$ cat src/rtl/counter_initiator.sv
// Four-phase initiator that turns buffered increment requests into addReq/addFin
// handshakes toward an asynchronous counter, mirroring the completed count locally.
module counter_initiator #(
   parameter int N           = 10,
   parameter int PEND_DEPTH  = 8,
   parameter int TIMEOUT     = 255,
   parameter int SYNC_STAGES = 2
) (
   input  logic                            clk,
   input  logic                            rst,
   input  logic                            incValid,
   output logic                            incReady,
   output logic                            addReq,
   input  logic                            addFin,
   output logic [$clog2(PEND_DEPTH+1)-1:0] pending,
   output logic [$clog2(N)-1:0]            count,
   output logic                            wrap,
   output logic                            busy,
   output logic                            err,
   output logic [1:0]                      dbg_state
);

   localparam int PW = $clog2(PEND_DEPTH + 1);
   localparam int CW = $clog2(N);
   localparam int TW = $clog2(TIMEOUT + 1);

   typedef enum logic [1:0] {IDLE = 2'd0, REQ = 2'd1, REL = 2'd2, ERR = 2'd3} state_t;

   state_t                 state_q, state_d;
   logic [SYNC_STAGES-1:0] sync_q;
   logic [SYNC_STAGES-1:0] prime_q;
   logic                   fin_s;
   logic [TW-1:0]          timer_q, timer_d;
   logic                   add_req_d, wrap_d, err_d;
   logic [PW-1:0]          pending_d;
   logic [CW-1:0]          count_d;
   logic                   accept, issue;

   // prime_q fills in lockstep with sync_q so no request is issued on the
   // reset-zeroed synchronizer contents before addFin has propagated through.
   always_ff @(posedge clk) begin
      if (rst) begin
         sync_q  <= '0;
         prime_q <= '0;
      end else begin
         sync_q[0]  <= addFin;
         prime_q[0] <= 1'b1;
         for (int i = 1; i < SYNC_STAGES; i++) begin
            sync_q[i]  <= sync_q[i-1];
            prime_q[i] <= prime_q[i-1];
         end
      end
   end

   assign fin_s     = sync_q[SYNC_STAGES-1];
   assign incReady  = !rst && !err && (state_q != ERR) && (pending < PW'(PEND_DEPTH));
   assign accept    = incValid && incReady;
   assign issue     = (state_q == IDLE) && (pending != '0) && !fin_s && prime_q[SYNC_STAGES-1];
   assign busy      = (state_q != IDLE);
   assign dbg_state = state_q;

   always_comb begin
      state_d   = state_q;
      add_req_d = addReq;
      timer_d   = timer_q;
      count_d   = count;
      wrap_d    = 1'b0;
      err_d     = err;
      case (state_q)
         IDLE: begin
            if (issue) begin
               state_d   = REQ;
               add_req_d = 1'b1;
               timer_d   = '0;
            end
         end
         REQ: begin
            if (fin_s) begin
               state_d   = REL;
               add_req_d = 1'b0;
               timer_d   = '0;
               wrap_d    = (count == CW'(N - 1));
               count_d   = (count == CW'(N - 1)) ? '0 : count + 1'b1;
            end else if (timer_q == TW'(TIMEOUT - 1)) begin
               state_d   = ERR;
               add_req_d = 1'b0;
               err_d     = 1'b1;
            end else begin
               timer_d = timer_q + 1'b1;
            end
         end
         REL: begin
            if (!fin_s) begin
               state_d = IDLE;
            end else if (timer_q == TW'(TIMEOUT - 1)) begin
               state_d   = ERR;
               add_req_d = 1'b0;
               err_d     = 1'b1;
            end else begin
               timer_d = timer_q + 1'b1;
            end
         end
         ERR: begin
            add_req_d = 1'b0;
         end
         default: begin
            state_d   = IDLE;
            add_req_d = 1'b0;
         end
      endcase
   end

   // Accept and issue in the same cycle cancel out.
   always_comb begin
      pending_d = pending;
      case ({accept, issue})
         2'b10:   pending_d = pending + 1'b1;
         2'b01:   pending_d = pending - 1'b1;
         default: pending_d = pending;
      endcase
   end

   always_ff @(posedge clk) begin
      if (rst) begin
         state_q <= IDLE;
         addReq  <= 1'b0;
         pending <= '0;
         count   <= '0;
         wrap    <= 1'b0;
         err     <= 1'b0;
         timer_q <= '0;
      end else begin
         state_q <= state_d;
         addReq  <= add_req_d;
         pending <= pending_d;
         count   <= count_d;
         wrap    <= wrap_d;
         err     <= err_d;
         timer_q <= timer_d;
      end
   end

endmodule

$ cat config.mk
export PLATFORM = sky130hd
export DESIGN_NAME = counter_initiator
export DESIGN_NICKNAME = d
export VERILOG_FILES = /design/src/rtl/counter_initiator.sv
export SDC_FILE = /design/constraint.sdc
export NUM_CORES = 1
export LEC_CHECK = 0
export ABC_AREA = 1
export CAP_MARGIN = 20
export CORE_AREA = 2 2 59 61
export DETAILED_ROUTE_END_ITERATION = 8
export DIE_AREA = 0 0 61 63
export PLACE_DENSITY_LB_ADDON = 0.2
export SLEW_MARGIN = 20
export SYNTH_ARGS = -nofsm -noshare
export SYNTH_HDL_FRONTEND = slang
export SYNTH_SLANG_ARGS = --single-unit
export TNS_END_PERCENT = 30
$ cat constraint.sdc
create_clock -name clk -period 2.18 [get_ports clk]
set_clock_uncertainty 0.15 [all_clocks]
set_input_delay 0.327 -clock clk [delete_from_list [all_inputs] [get_ports clk]]
set_output_delay 0.327 -clock clk [all_outputs]
set_load 0.005 [all_outputs]
### Word level (Yosys, flattened, before mapping)

Index checks and enable logic that the tools add are counted.

| word-level totals | value |
|---|---|
| bits in registers | 25 |
| output and inout port bits | 15 |
| logic and storage cells | 72 |

| cells by class | value |
|---|---|
| add/sub/neg operators | 4 |
| $lt $le $gt $ge | 1 |
| eq/ne operators | 11 |
| mux-type cells | 22 |
| bitwise logic cells | 2 |
| reductions and logical operators | 22 |

Operators by type and width:

| cell | number |
|---|---|
| $mux 8 | 4 |
| $pmux 8 s3 | 1 |
| $add 4x1->4 const B | 2 |
| $add 8x1->8 const B | 1 |
| $eq 8x8->1 const B | 1 |
| $mux 1 | 8 |
| $mux 2 | 4 |
| $ne 2x2->1 const B | 4 |
| $pmux 4 s2 | 1 |
| $logic_and 1x1->1 | 7 |
| $eq 2x2->1 const B | 3 |
| $pmux 2 s3 | 1 |
| $reduce_and 2->1 | 3 |
| $reduce_and 3->1 | 2 |
| $reduce_bool 2->1 | 3 |
| $eq 2x1->1 const B | 2 |
| $eq 4x4->1 const B | 1 |
| $lt 4x4->1 const B | 1 |
| $mux 4 | 1 |
| $pmux 1 s4 | 1 |
| $reduce_bool 4->1 | 1 |
| $sub 4x1->4 const B | 1 |
| $logic_not 1->1 | 3 |
| $reduce_bool 3->1 | 1 |
| other kinds (4) | 5 |

### Longest topological paths before layout

Gate-level depths: netlist (run 1).

| depth | value |
|---|---|
| depth in word-level cells | 7 |
| mapped depth | 13 |
| mapped depth without buffers | 13 |

### Worst setup path after synthesis (run 1)

Ideal clock, no wire load.

| timing path | value |
|---|---|
| path type | register to register |
| start | register state_q[0], in the netlist dbg_state[0] |
| end | register pending[3] |
| arrival | 1,961 ps |
| path slack | -63 ps |
| stages on the path, launching flop included | 14 |
| path buffers | 0 |
| period minus slack after synthesis | 2,243 ps |
| cell sequence | dfxtp_1 -> inv_1 -> ha_1 -> inv_1 -> nor2_2 -> nand2_2 -> inv_1 -> ha_1 -> ha_1 -> a21oi_1 -> nand2_1 -> xnor2_1 -> nand2_1 -> a21oi_1 |

| between the ends | value |
|---|---|
| cells in the longest elaborated chain, start to end | 6 |
| elaborated cells on any way between the ends | 12 |

Ends and longest elaborated chain:

| item | RTL line | source |
|---|---|---|
| start: declaration | 29 | `state_t state_q, state_d;` |
| start signal: assignment | 133 | `state_q <= state_d;` |
| $ne 2x2->1 / $logic_not 2->1 (equally long branches) | 56, 58 |  |
| $logic_and 1x1->1 (on tied branches) (2 in a row) | 56, 58 |  |
| $logic_and 1x1->1 (on tied branches) | 57, 58 |  |
| $eq 2x1->1 / $eq 2x2->1 (equally long branches) | 116 | `case ({accept, issue})` |
| $pmux 4 s2 / $reduce_bool 2->1 (equally long branches) | -- |  |
| end signal: assignment | 135 | `pending <= pending_d;` |
| end: declaration | 15 | `output logic [$clog2(PEND_DEPTH+1)-1:0] pending,` |

Several ways; a longest one is shown, not always the timed one.
A chain may end at the register's enable or synchronous reset.

### Worst setup path in the final report (run 1)

| timing path | value |
|---|---|
| start | register state_q[0], in the netlist dbg_state[0] |
| end | output port busy |

| between the ends | value |
|---|---|
| cells in the longest elaborated chain, start to end | 1 |

Ends and longest elaborated chain:

| item | RTL line | source |
|---|---|---|
| $reduce_bool 2->1 | 59 | `assign busy = (state_q != IDLE);` |
| end: declaration | 18 | `output logic busy,` |

No other way between the ends.

==> results of run 1 <==
[kinds of logic (layout without fill, tap and decap cells)]
group | count (synthesis) | after routing | synth area share [%]
adders and majority gates | 11 | 11 | 9.76
DFF | 25 | 25 | 33.6
buffers and inverters | 42 | 75 | 10.9
AOI/OAI and AO/OA | 38 | 38 | 13.4
xor gates and xnor gates | 5 | 5 | 2.94
and+or+nand+nor | 89 | 89 | 29.4
[worst max path at each step]
| stage | cells after the start | start | slack, ns | end |
|---|---|---|---|---|
| detailed placement | 10 | rst | -0.31 | pending[3]$_SDFFE_PP0P_ |
| global route | 13 | dbg_state[1]$_SDFFE_PP0P_ | -0.008 | pending[2]$_SDFFE_PP0P_ |
| finish | 5 | dbg_state[0]$_SDFFE_PP0P_ | 0.09 | busy |
| CTS | 13 | dbg_state[0]$_SDFFE_PP0P_ | -0.002 | pending[2]$_SDFFE_PP0P_ |
| global placement | 10 | rst | -0.27 | pending[3]$_SDFFE_PP0P_ |
| floorplan | 13 | dbg_state[1]$_SDFFE_PP0P_ | -0.02 | pending[3]$_SDFFE_PP0P_ |
[worst max-delay path: stages, from the launching register on]
cell and delay (ns):
dfxtp_2 0.39, inv_2 0.05, ha_2 0.18, inv_1 0.09, buf_4 0.11, clkdlybuf4s50_1 0.48
[metal layers]
layer	wire length, µm	share of wire, %
met5	0	0
met4	21	0.69
met3	95	3.1
met2	1540	51
met1	1390	46
[state kept, by name, indices dropped and copies added (netlist names)]
name	cells
timer_q	8
count	4
pending	4
dbg_state	2
prime_q	2
sync_q	2
addReq	1
err	1
wrap	1
[stage by stage]
step	power, mW	worst slack (ns)	std cells
final	1.18	0.0927	289
after CTS	1.17	-0.00222	289
after global routing	1.26	-0.00807	289
after detailed placement	0.947	-0.314	285
after global placement	0.941	-0.275	285
after floorplan	0.767	-0.0159	210
[repair_timing]
| item | in CTS | in global routing |
|---|---|---|
| setup endpoints to repair | 3 | 3 |
| pin swaps | 1 | 6 |
| resized for setup | 6 | 7 |
[placed cells by master, fill, tap and decap left out, drive strengths merged]
cell type      count
clkinv             2
nor2              34
nand2             35
nor4               1
xor2               1
dfxtp             25
a31oi              1
nand3             13
clkinvlp           1
nor3               3
clkbuf             3
xnor2              4
o2111ai            1
nand4              3
buf               14
inv               37
fa                 1
ha                10
dlygate4sd2        1
o21ai             13
clkdlybuf4s50     17
a21oi             23
[final cells by class]
type	instances	area, µm²
fillers	311	1340
flip-flops and latches	25	503
repair buffers	32	284
clock inverters	1	7.51
clock buffers	3	22.5
multi-input cells	143	872
inverters	39	146
well taps	46	57.6
[report_power, final]
| group | switching (mW) | internal, mW |
|---|---|---|
| Sequential | 0.0302 | 0.491 |
| Clock | 0.154 | 0.0702 |
| Combinational | 0.222 | 0.208 |
==> impl_metrics.env, run 1 <==
export IMPL_fin_util_pct=58.6
export IMPL_cts_clk_slew_worst_paths_ns=0.15
export IMPL_clk_latency_ns=0.33
export IMPL_worstHoldStart="sync_q[0]$_SDFF_PP0_"
export IMPL_rows=21
export IMPL_antenna_left=0
export IMPL_cts_sinks=25
export IMPL_start_util_pct=46.0
export IMPL_post_route_min_period_ns=2.09
export IMPL_synth_top_area_share_pct=33.6
export IMPL_drt_iter0_markers=63
export IMPL_track_usage_pct=17.4
export IMPL_ys_seq_area_share_pct=33.6
export IMPL_fin_setup_tns_ns=0
export IMPL_syn_instance_count=210
export IMPL_min_delay_path_depth=2
export IMPL_r2r_cells=13
export IMPL_die_x_um=61
export IMPL_wirelength_mm=3.05
export IMPL_drtPass1Iterations=4
export IMPL_required_ns=1.70
export IMPL_reg2reg_to="pending[2]$_SDFFE_PP0P_"
export IMPL_cp_start_kind="flop"
export IMPL_vias=1365
export IMPL_synthFlopType="dfxtp_1"
export IMPL_diodes=0
export IMPL_antenna_found_initial=0
export IMPL_port_buffers=18
export IMPL_use_met2_pct=30.1
export IMPL_grt_max_degree=17
export IMPL_syn_area_per_cell_um2=7.08
export IMPL_ios=19
export IMPL_worstHoldEndpoint="sync_q[1]$_SDFF_PP0_"
export IMPL_grtUsageMet3_pct=3.11
export IMPL_power_density_mw_per_mm2=621
export IMPL_die_h_um=63
export IMPL_rsz0062_at_grt="true"
export IMPL_synth_edff_count=0
export IMPL_relSlewSlack_pct=79.6
export IMPL_fin_area_mm2=0.00189
export IMPL_syn_to_final_growth_pct=27.3
export IMPL_yosysMostFrequentCell="nor2_1"
export IMPL_crit_fanout=4
export IMPL_grt_pass1_wl_mm=5.20
export IMPL_synthTopCellsByCount="nor2_1 (32), inv_1 (31), nand2_1 (30)"
export IMPL_post_cts_buffers=0
export IMPL_place_area_mm2=0.00182
export IMPL_netlist_area_mm2=0.00149
export IMPL_cts_hold_buf=0
export IMPL_status="complete, no violations"
export IMPL_worst_pin_slew_ns=0.305
export IMPL_hpwl_mm=2.36
export IMPL_syn_nets=225
export IMPL_cellLeakagePower_nw=0.795
export IMPL_grt_pass1_vias=1223
export IMPL_r2r_setup_slack_ns=0.14
export IMPL_async_flop_share_pct=0
export IMPL_holdWs_ns=0.264
export IMPL_tritoncts="built"
export IMPL_fmax_ghz=0.479
export IMPL_synth_distinct_cells=30
export IMPL_drv_cap=0
export IMPL_core_area_mm2=0.00323
export IMPL_cts_buffers=3
export IMPL_yosysWarnings=0
export IMPL_setup_worst_path_class="flop to primary output"
export IMPL_cts_root_buf="clkbuf_4"
export IMPL_slew_viol_final=0
export IMPL_fin_crit_sh_pct=95.7
export IMPL_worstHoldPathType="flop to flop"
export IMPL_vdd_drop_max_v=0.000319
export IMPL_hold_viol=0
export IMPL_vias_per_cell=4.72
export IMPL_clockBufferDepth=2
export IMPL_cts_max_level=1
export IMPL_setup_viol=0
export IMPL_drc=0
export IMPL_synth_area_leaders="dfxtp_1 (34%), ha_1 (8.4%), nor2_1 (8.1%), inv_1 (7.8%), nand2_1 (7.6%)"
export IMPL_ys_seq_elements=25
export IMPL_use_met1_pct=21.8
export IMPL_synth_top_cell_by_area="dfxtp_1"
export IMPL_end_kind="primary output"
export IMPL_drive_above_1_share_pct=18.9
export IMPL_design_final_nets=259
export IMPL_grt_most_used_layer="met2"
export IMPL_crit_arrival_ns=1.61
export IMPL_grt_ovfl_total=0
export IMPL_place_gp_congestion=0.855
export IMPL_r2r_start="dbg_state[1]$_SDFFE_PP0P_"
export IMPL_routedWlPerCell_um=10.6
export IMPL_die_area_mm2=0.00384
(Power assumes the default switching activity.)
==> run 2: changes to the inputs <==
Settings changed: SKIP_LAST_GASP from default to 1.
==> impl_metrics.env, run 2 (synthesized netlist as in run 1, its figures left out) <==
export IMPL_seqPwrFrac_pct=44.3
export IMPL_cts_buffers=3
export IMPL_place_gp_congestion=0.855
export IMPL_sw_frac_of_total_pct=34.5
export IMPL_p_sw_uw=406
export IMPL_drv_cap=0
export IMPL_worst_pin_slew_ns=0.305
export IMPL_cpMaxStageDelayCell="clkdlybuf4s50_1"
export IMPL_hold_viol=0
export IMPL_layout_commonest_cell="nor2_1"
export IMPL_post_route_min_period_ns=2.10
export IMPL_drive_above_1_share_pct=18.5
export IMPL_layout_common_cells="nor2_1 (32), inv_1 (30), nand2_1 (30)"
export IMPL_setup_ws_ns=0.0789
export IMPL_slowest_delay_ns=0.48
export IMPL_antenna_found_initial=0
export IMPL_worstHoldPathType="flop to flop"
export IMPL_grt_pass1_vias=1223
export IMPL_crit_fanout=4
export IMPL_routedWlPerCell_um=10.6
export IMPL_power_density_mw_per_mm2=621
export IMPL_slew_viol_final=0
export IMPL_die_h_um=63
export IMPL_antenna_left=0
export IMPL_tritoncts="built"
export IMPL_grt_pass1_wl_mm=5.20
export IMPL_post_cts_buffers=0
export IMPL_cts_clk_slew_worst_paths_ns=0.15
export IMPL_internal_power_uw=769
export IMPL_cellLeakagePower_nw=0.795
export IMPL_port_buffers=18
export IMPL_clock_power_share_pct=19.1
export IMPL_fin_crit_sh_pct=96.4
export IMPL_setup_viol=0
export IMPL_setup_worst_path_class="flop to primary output"
export IMPL_status="complete, no violations"
export IMPL_wirelength_mm=3.05
export IMPL_cts_max_level=1
export IMPL_dp_slack_ns=-0.314
export IMPL_fill_cells=311
export IMPL_cpLargestDelayFamily="buffers and inverters"
export IMPL_grt_max_degree=17
export IMPL_cp_start_kind="flop"
export IMPL_die_area_mm2=0.00384
export IMPL_vias=1365
export IMPL_required_ns=1.70
export IMPL_track_usage_pct=17.4
export IMPL_design_final_nets=259
export IMPL_clockBufferDepth=2
export IMPL_ios=19
export IMPL_syn_to_final_growth_pct=27.3
export IMPL_fmax_ghz=0.476
export IMPL_largest_reg_flops=8
export IMPL_cp_common_cell="inv_1"
export IMPL_rows=21
export IMPL_rsz0062_at_grt="true"
export IMPL_critPathBufInv=4
export IMPL_drc=0
export IMPL_die_x_um=61
export IMPL_drtPass1Iterations=4
export IMPL_cts_hold_buf=0
export IMPL_top_regs="timer_q x8, count x4, pending x4"
export IMPL_finalPower_mw=1.18
export IMPL_crit_arrival_ns=1.62
export IMPL_largest_register="timer_q"
export IMPL_p_comb_share_pct=36.6
export IMPL_drt_iter0_markers=63
export IMPL_clk_latency_ns=0.33
export IMPL_grt_ovfl_total=0
export IMPL_vdd_drop_max_v=0.000319
export IMPL_diodes=0
export IMPL_core_area_mm2=0.00323
export IMPL_fin_area_mm2=0.00189
export IMPL_end_kind="primary output"
export IMPL_hpwl_mm=2.36
export IMPL_start_util_pct=46.0
export IMPL_relSlewSlack_pct=79.6
export IMPL_cts_root_buf="clkbuf_4"
export IMPL_cp_cell_sequence="inv_1 -> ha_2 -> inv_1 -> buf_4 -> clkdlybuf4s50_1"
export IMPL_vias_per_cell=4.72
export IMPL_place_area_mm2=0.00182
export IMPL_cts_sinks=25
run 2: power groups by stage:
stage / combinational, mW / clock [mW] / sequential (mW)
5_1_grt: 0.490 / 0.245 / 0.527
3_5_place_dp: 0.420 / 0 / 0.527
6_report: 0.430 / 0.225 / 0.521
3_3_place_gp: 0.413 / 0 / 0.527
2_1_floorplan: 0.235 / 0 / 0.531
4_1_cts: 0.422 / 0.231 / 0.519
run 2: path summary, 6_finish.rpt:
| path | start | to | slack [ns] | cells after the start |
|---|---|---|---|---|
| setup / recovery | dbg_state[0]$_SDFFE_PP0P_ | busy | 0.08 | 5 |
| hold / removal | sync_q[0]$_SDFF_PP0_ | sync_q[1]$_SDFF_PP0_ | 0.26 | 2 |
| setup reg to reg | dbg_state[0]$_SDFFE_PP0P_ | pending[2]$_SDFFE_PP0P_ | 0.13 | 13 |
| hold reg to reg | sync_q[0]$_SDFF_PP0_ | sync_q[1]$_SDFF_PP0_ | 0.26 | 2 |
run 2: layer usage:
layer | vias to the layer above | GRT usage, % | part of all wire [%]
met5 | - | 0 | 0
met4 | 0 | 3.80 | 0.69
met1 | 608 | 21.8 | 46
met3 | 4 | 3.11 | 3.1
met2 | 21 | 30.1 | 51
li1 | 732 | - | -
run 2: area by class of cell:
type	instances	area [µm²]	share of cell area (%)
Clock buffer	3	22.5	1.19
Clock inverter	1	7.51	0.397
Inverter	39	146	7.73
Multi-Input combinational cell	143	872	46.1
Sequential cell	25	503	26.6
Tap cell	46	57.6	3.04
Timing Repair Buffer	32	284	15.0
run 2: metrics by stage:
step | setup TNS, ns | cells | hold WS, ns | util (%)
after global placement | -0.761 | 285 | 0.241 | 56.2
after global routing | -0.0237 | 289 | 0.271 | 58.6
after floorplan | -0.0159 | 210 | 0.238 | -
after detailed placement | -0.912 | 285 | 0.247 | 56.2
final | 0 | 289 | 0.264 | 58.6
after CTS | -0.0797 | 289 | 0.267 | 57.6
run 2: tightest hold or removal path: stages (launching register included):
cell and delay (ns):
dfxtp_1 0.33, inv_1 0.04, nor2_1 0.03
run 2: timing repair:
action                                  CTS  global route
pin swaps                                 1             6
endpoints found under the setup margin    3             4
hold endpoints to repair                  0             0
resized for setup                         4             8
